File: src/rtl/fetch_ctrl.sv
// Fetch-stage controller: owns the fetch PC, issues one I-cache request at a
// time, drops stale responses after redirects. Optional FETCH_PRED_EN macro enables the predictor path.
module fetch_ctrl #(
  parameter int              XLEN     = 32,
  parameter logic [XLEN-1:0] RESET_PC = '0
) (
  input  logic            clock,
  input  logic            reset,
  input  logic            certain_branch_req,
  input  logic [XLEN-1:0] certain_branch_pc,
  input  logic            rob_target_req,
  input  logic [XLEN-1:0] rob_target_pc,
  input  logic            branch_pred_req,
  input  logic [XLEN-1:0] branch_pred_pc,
  input  logic            rob_stall,
  input  logic [63:0]     Icache2proc_data,
  input  logic            Icache2proc_data_valid,
  output logic            proc2Icache_req,
  output logic [XLEN-1:0] proc2Icache_addr,
  output logic            if_valid,
  output logic [31:0]     if_inst,
  output logic [XLEN-1:0] if_pc,
  output logic [XLEN-1:0] if_npc
);

  typedef enum logic [1:0] {S_REQ, S_WAIT, S_DROP, S_OUT} state_t;

  state_t          state;
  logic [XLEN-1:0] pc;
  logic            redirect;
  logic [XLEN-1:0] target_raw;
  logic [XLEN-1:0] target;
  logic [XLEN-1:0] pc_inc;
  logic [XLEN-1:0] npc;
  logic [31:0]     inst_sel;

  assign redirect   = certain_branch_req | rob_target_req;
  assign target_raw = certain_branch_req ? certain_branch_pc : rob_target_pc;
  assign target     = {target_raw[XLEN-1:2], 2'b00};
  assign pc_inc     = pc + XLEN'(4);
  assign inst_sel   = pc[2] ? Icache2proc_data[63:32] : Icache2proc_data[31:0];

`ifdef FETCH_PRED_EN
  assign npc = branch_pred_req ? branch_pred_pc : pc_inc;
`else
  logic unused_pred;
  assign unused_pred = branch_pred_req ^ (^branch_pred_pc);
  assign npc         = pc_inc;
`endif

  // OUT issues the next request in the same cycle the instruction is consumed.
  assign proc2Icache_req  = !reset && ((state == S_REQ) ||
                            (state == S_OUT && !redirect && !rob_stall));
  assign proc2Icache_addr = {pc[XLEN-1:3], 3'b000};

  always_ff @(posedge clock) begin
    if (reset) begin
      state    <= S_REQ;
      pc       <= RESET_PC;
      if_valid <= 1'b0;
      if_inst  <= '0;
      if_pc    <= '0;
      if_npc   <= '0;
    end else begin
      case (state)
        S_REQ: begin
          // Request already issued this cycle; a redirect must drop its response.
          if (redirect) begin
            pc    <= target;
            state <= S_DROP;
          end else begin
            state <= S_WAIT;
          end
        end
        S_WAIT: begin
          if (redirect) begin
            pc    <= target;
            state <= Icache2proc_data_valid ? S_REQ : S_DROP;
          end else if (Icache2proc_data_valid) begin
            if_inst  <= inst_sel;
            if_pc    <= pc;
            if_npc   <= npc;
            pc       <= npc;
            if_valid <= 1'b1;
            state    <= S_OUT;
          end
        end
        S_DROP: begin
          if (redirect) pc <= target;
          if (Icache2proc_data_valid) state <= S_REQ;
        end
        S_OUT: begin
          if (redirect) begin
            pc       <= target;
            if_valid <= 1'b0;
            state    <= S_REQ;
          end else if (!rob_stall) begin
            if_valid <= 1'b0;
            state    <= S_WAIT;
          end
        end
        default: state <= S_REQ;
      endcase
    end
  end

endmodule

File: config.mk
export PLATFORM = sky130hd
export DESIGN_NAME = fetch_ctrl
export DESIGN_NICKNAME = d
export VERILOG_FILES = /design/src/rtl/fetch_ctrl.sv
export SDC_FILE = /design/constraint.sdc
export NUM_CORES = 1
export LEC_CHECK = 0
export ABC_AREA = 1
export BUFFER_PORTS_ARGS = -buffer_cell sky130_fd_sc_hd__buf_2
export CAP_MARGIN = 20
export CORE_MARGIN = 2
export CORE_UTILIZATION = 47
export DETAILED_ROUTE_END_ITERATION = 10
export GPL_TIMING_DRIVEN = 0
export HOLD_SLACK_MARGIN = 0.1
export PLACE_DENSITY = 0.81
export SLEW_MARGIN = 20
export SYNTH_ARGS = -nofsm -noshare
export SYNTH_HDL_FRONTEND = slang
export SYNTH_SLANG_ARGS = --single-unit
File: constraint.sdc
create_clock -name clock -period 2.18 [get_ports clock]
set_clock_uncertainty 0.15 [all_clocks]
set_input_delay 0.436 -clock clock [delete_from_list [all_inputs] [get_ports clock]]
set_output_delay 0.436 -clock clock [all_outputs]
set_load 0.02 [all_outputs]
==> Word level (Yosys, flattened, before mapping) <==
Cells that the tools add are included.
{ "totals": {"word_cells": 51, "in_bits": 167, "regBits": 131} }
{ "op_classes": {"reduce_logical": 14, "bitwise_logic": 2, "n_addsub": 1, "eq_ne": 9, "mux": 19} }
{ "op_table": {"columns": ["operator", "count"], "rows": [
  ["$mux W32", 5],
  ["$pmux W32 S2", 1],
  ["$add A32 B3 Y32 const B", 1],
  ["$mux W2", 7],
  ["$pmux W2 S4", 1],
  ["$ne A2 B2 Y1 const B", 3],
  ["$ne A3 B3 Y1 const B", 2],
  ["$reduce_and A3 Y1", 2],
  ["$eq A2 B2 Y1 const B", 2],
  ["$mux W1", 4],
  ["$reduce_and A4 Y1", 1],
  ["$logic_and A1 B1 Y1", 3],
  ["$logic_not A1 Y1", 3],
  ["$reduce_or A3 Y1", 1],
  ["$eq A2 B1 Y1 const B", 1],
  ["$logic_not A2 Y1", 1],
  ["$ne A2 B1 Y1 const B", 1],
  ["$pmux W1 S2", 1],
  ["$reduce_and A2 Y1", 1],
  ["$reduce_bool A2 Y1", 1],
  ["$logic_or A1 B1 Y1", 1],
  ["$not A1 Y1", 1],
  ["$or A1 B1 Y1", 1]
]} }

==> Logic depth before layout (Yosys ltp) <==
{ "logic_depth": {"word_depth": 6, "ltp_mapped": 10, "depth_no_buf": 10} }

==> Worst setup path before layout <==
No wires, ideal clock.
{ "synth_path": {"path_kind": "input port to output port", "start": "input reset", "end": "output proc2Icache_req", "path_stages": 4, "path_buffers": 2, "required_time_ns": 1.594, "slack_ns": 0.415, "arrival_time_ns": 1.179, "path_cell_list": "buf_2 -> inv_2 -> clkbuf_1 -> o21a_1"} }
{ "synth_via": {"elab_chain_len": 2} }
{ "synth_lines": {"columns": ["element", "line", "rtl"], "rows": [
  ["start, declared", "8", "input logic reset,"],
  ["$logic_not A1 Y1", "52", "assign proc2Icache_req = !reset && ((state == S_REQ) ||"],
  ["$logic_and A1 B1 Y1", "52", null],
  ["end, declared", "18", "output logic proc2Icache_req,"]
]} }
Every way passes these cells.

==> Final worst setup path <==
Same ends and word-level chain as after synthesis.

==> impl_metrics.csv <==
group,metric,value,unit
worst_hold_path,hold_end,"if_npc[6]",
sta,relSlewSlack,60.6,%
finish,final_cells,1407,
synthesis,synth_area,6340,um^2
pwr,power.density,755,nW/um^2
placed_design,portBuffers,251,
cts,h-tree-depth,4,
finish,final_util,64.4,%
cts,postCtsSetupBuffers,0,
synthesis,syn_inst,939,
route,drt-total-wl,22.4,mm
finish,drive_gt1_share,30.0,%
sta,setup_violations,0,
synthesis,ys_ff_latch,125,
worst_setup_path,worstSetupStartpointType,"primary input",
floorplan,num_rows,42,
floorplan,start_util,48.0,%
cts,clock_latency,0.43,ns
global_routing,antenna_found_initial,2,
worst_setup_path,r2r_cells,10,
worst_setup_path,worstPathRequired,1.59,ns
floorplan,placeableCoreArea,13200,um^2
outcome,status,"complete, no violations",
route,drtIter0Drc,654,
worst_setup_path,crit_fanout,10,
sta,whs,0.113,ns
placed_design,dpl_worst_slack,0.0458,ns
cts,path_clk_slew,0.06,ns
sta,timing.final.crit_period,2.13,ns
sta,worst_pin_slew,0.591,ns
sta,period_share,97.8,%
pwr,vdd_drop_max,0.499,mV
worst_setup_path,cpMostUsedCell,"buf_2",
worst_hold_path,hp-start,"Icache2proc_data_valid",
worst_setup_path,crit_type,"primary input to output pin",
sta,setup_tns,0,ns
finish,final_nets,1383,
sta,final_hold_viol_count,0,
global_routing,track_usage,30.8,%
cts,cts_tree,"yes",
global_routing,overflow,0,
floorplan,io_pins,297,
worst_setup_path,r2r_slack,0.13,ns
route,route.detailed.drc,0,
cts,cts_resized,0,
synthesis,yosysWarnings,0,
cts,ctsRootBufferMaster,"clkbuf_16",
global_routing,grt_pass1_wl,34.2,mm
route,viasPerCell,5.19,
worst_hold_path,whs_path_depth,2,
worst_setup_path,reg2reg_from,"pc[3]",
synthesis,synth_cell_types,34,
worst_setup_path,slowest_stage,"clkbuf_1",
cts,clockBufferDepth,2,
sta,rsz0062_at_grt,"no",
placed_design,hpwl,17.2,mm
synthesis,yosysSeqAreaShare,39.5,%
worst_hold_path,hold_path_class,"primary input to flop",
route,ant_nets,0,
placed_design,placed_cells,1372,
worst_setup_path,cpPeakStageDelay,0.39,ns
worst_setup_path,r2r_end,"if_npc[28]",
floorplan,die_x,120,um
worst_setup_path,crit_arrival,1.55,ns
flow_run,maxCapViolations,0,
sta,drv_slew,0,
sta,timing.fmax,0.469,GHz
route,wl_per_cell,15.9,um
floorplan,dieArea,14400,um^2
route,drt_first_pass_iters,8,
placed_design,finalWeightedCongestion,0.941,
global_routing,first_global_vias,6699,
route,vias,7300,
cts,cts.sinks,125,
pwr,power.leakage,4.27,nW
finish,area_growth,34.1,%
sta,setup_ws,0.0488,ns
worst_setup_path,end_kind,"output pin",
synthesis,syn_area_per_cell,6.75,um^2
worst_setup_path,crit_path_cell_trace,"buf_2, inv_2, clkbuf_1, o21a_1, buf_2",
global_routing,grt_max_degree,17,
cts,numCtsBuffers,17,
cts,hold_buffers,0,
floorplan,die_height,120,um
cell families after synthesis:
logic type                 after synthesis  synth area share [%]
other                                    1                0.0592
AOI/OAI and AO/OA                      249                  20.8
adders and majority gates                1                 0.197
muxes                                    5                 0.790
DFF                                    125                  39.5
xor gates and xnor gates                 5                 0.691
and+or+nand+nor                        395                  25.7
buffers and inverters                  158                  12.3
through the flow:
stage	area [um^2]	power, mW
after CTS	8490	6.39
after global routing	8490	6.60
after floorplan	6360	2.96
final	8500	6.42
after detailed placement	7840	3.29
after global placement	7840	3.28
state kept, by name, summed over array words and instances, names as in the netlist:
name,count
if_inst,32
if_npc,30
if_pc,30
if_valid,1
pc,30
state,2
cells in the final DEF (no fill, tap or decap), drive strengths merged, types with 5 or more instances in the layout:
master / n
nor2: 154
o21ai: 153
nand2: 195
clkbuf: 45
buf: 316
mux2i: 5
inv: 68
nand3: 37
bufinv: 5
a31oi: 34
a21oi: 52
conb: 7
dfxtp: 125
cell usage after synthesis, drive strengths merged:
library cell / instances / area share [%]
and2: 2 / 0.20
mux2i: 5 / 0.79
a31oi: 34 / 3.4
xor2: 3 / 0.41
dfxtp: 125 / 39
nand4: 3 / 0.30
nand3b: 1 / 0.12
ha: 1 / 0.20
a41oi: 1 / 0.14
o21ai: 153 / 12
a31o: 1 / 0.14
nand3: 37 / 3.0
a21oi: 52 / 4.1
inv: 66 / 3.9
a211oi: 3 / 0.36
or2: 2 / 0.20
nand2: 195 / 12
nor2: 154 / 10
o211ai: 4 / 0.47
clkbuf: 27 / 1.6
nor3: 1 / 0.079
xnor2: 2 / 0.28
o21a: 1 / 0.12
conb: 1 / 0.059
buf: 65 / 6.8
how the worst max path moves through the flow:
stage	cells past startpoint	end	startpoint
after floorplan	4	proc2Icache_req	reset
after global placement	5	proc2Icache_req	reset
after detailed placement	5	proc2Icache_req	reset
after CTS	5	proc2Icache_req	reset
after global routing	10	if_npc[28]	pc[3]
final	5	proc2Icache_req	reset
layer usage:
layer / track usage [%] / part of all wire (%) / routed length, um
met1: 37.4 / 41 / 9130
met2: 52.6 / 49 / 10900
met3: 6.94 / 7.6 / 1700
met4: 12.5 / 2.9 / 643
met5: 0 / 0.049 / 11
critical path: cells and delay by family:
kind | cells | cell delay (ns)
AOI/OAI and AO/OA | 1 | 0.19
buffers and inverters | 4 | 0.91
area by class of cell:
class	instances	area, um^2
Fill cell	1255	4690
Multi-Input combinational cell	662	3080
Sequential cell	125	2500
Timing Repair Buffer	251	1260
Buffer	92	534
Clock buffer	18	439
Inverter	66	248
Tap cell	176	220
Clock inverter	14	214
Antenna cell	3	7.51
where the power goes:
part | internal [mW] | switching [mW] | leakage (nW)
clock | 2.06 | 1.10 | 0.313
sequential | 2.35 | 0.0991 | 1.02
combinational | 0.322 | 0.487 | 2.94
total | 4.73 | 1.68 | 4.27
(Power assumes the default switching activity.)
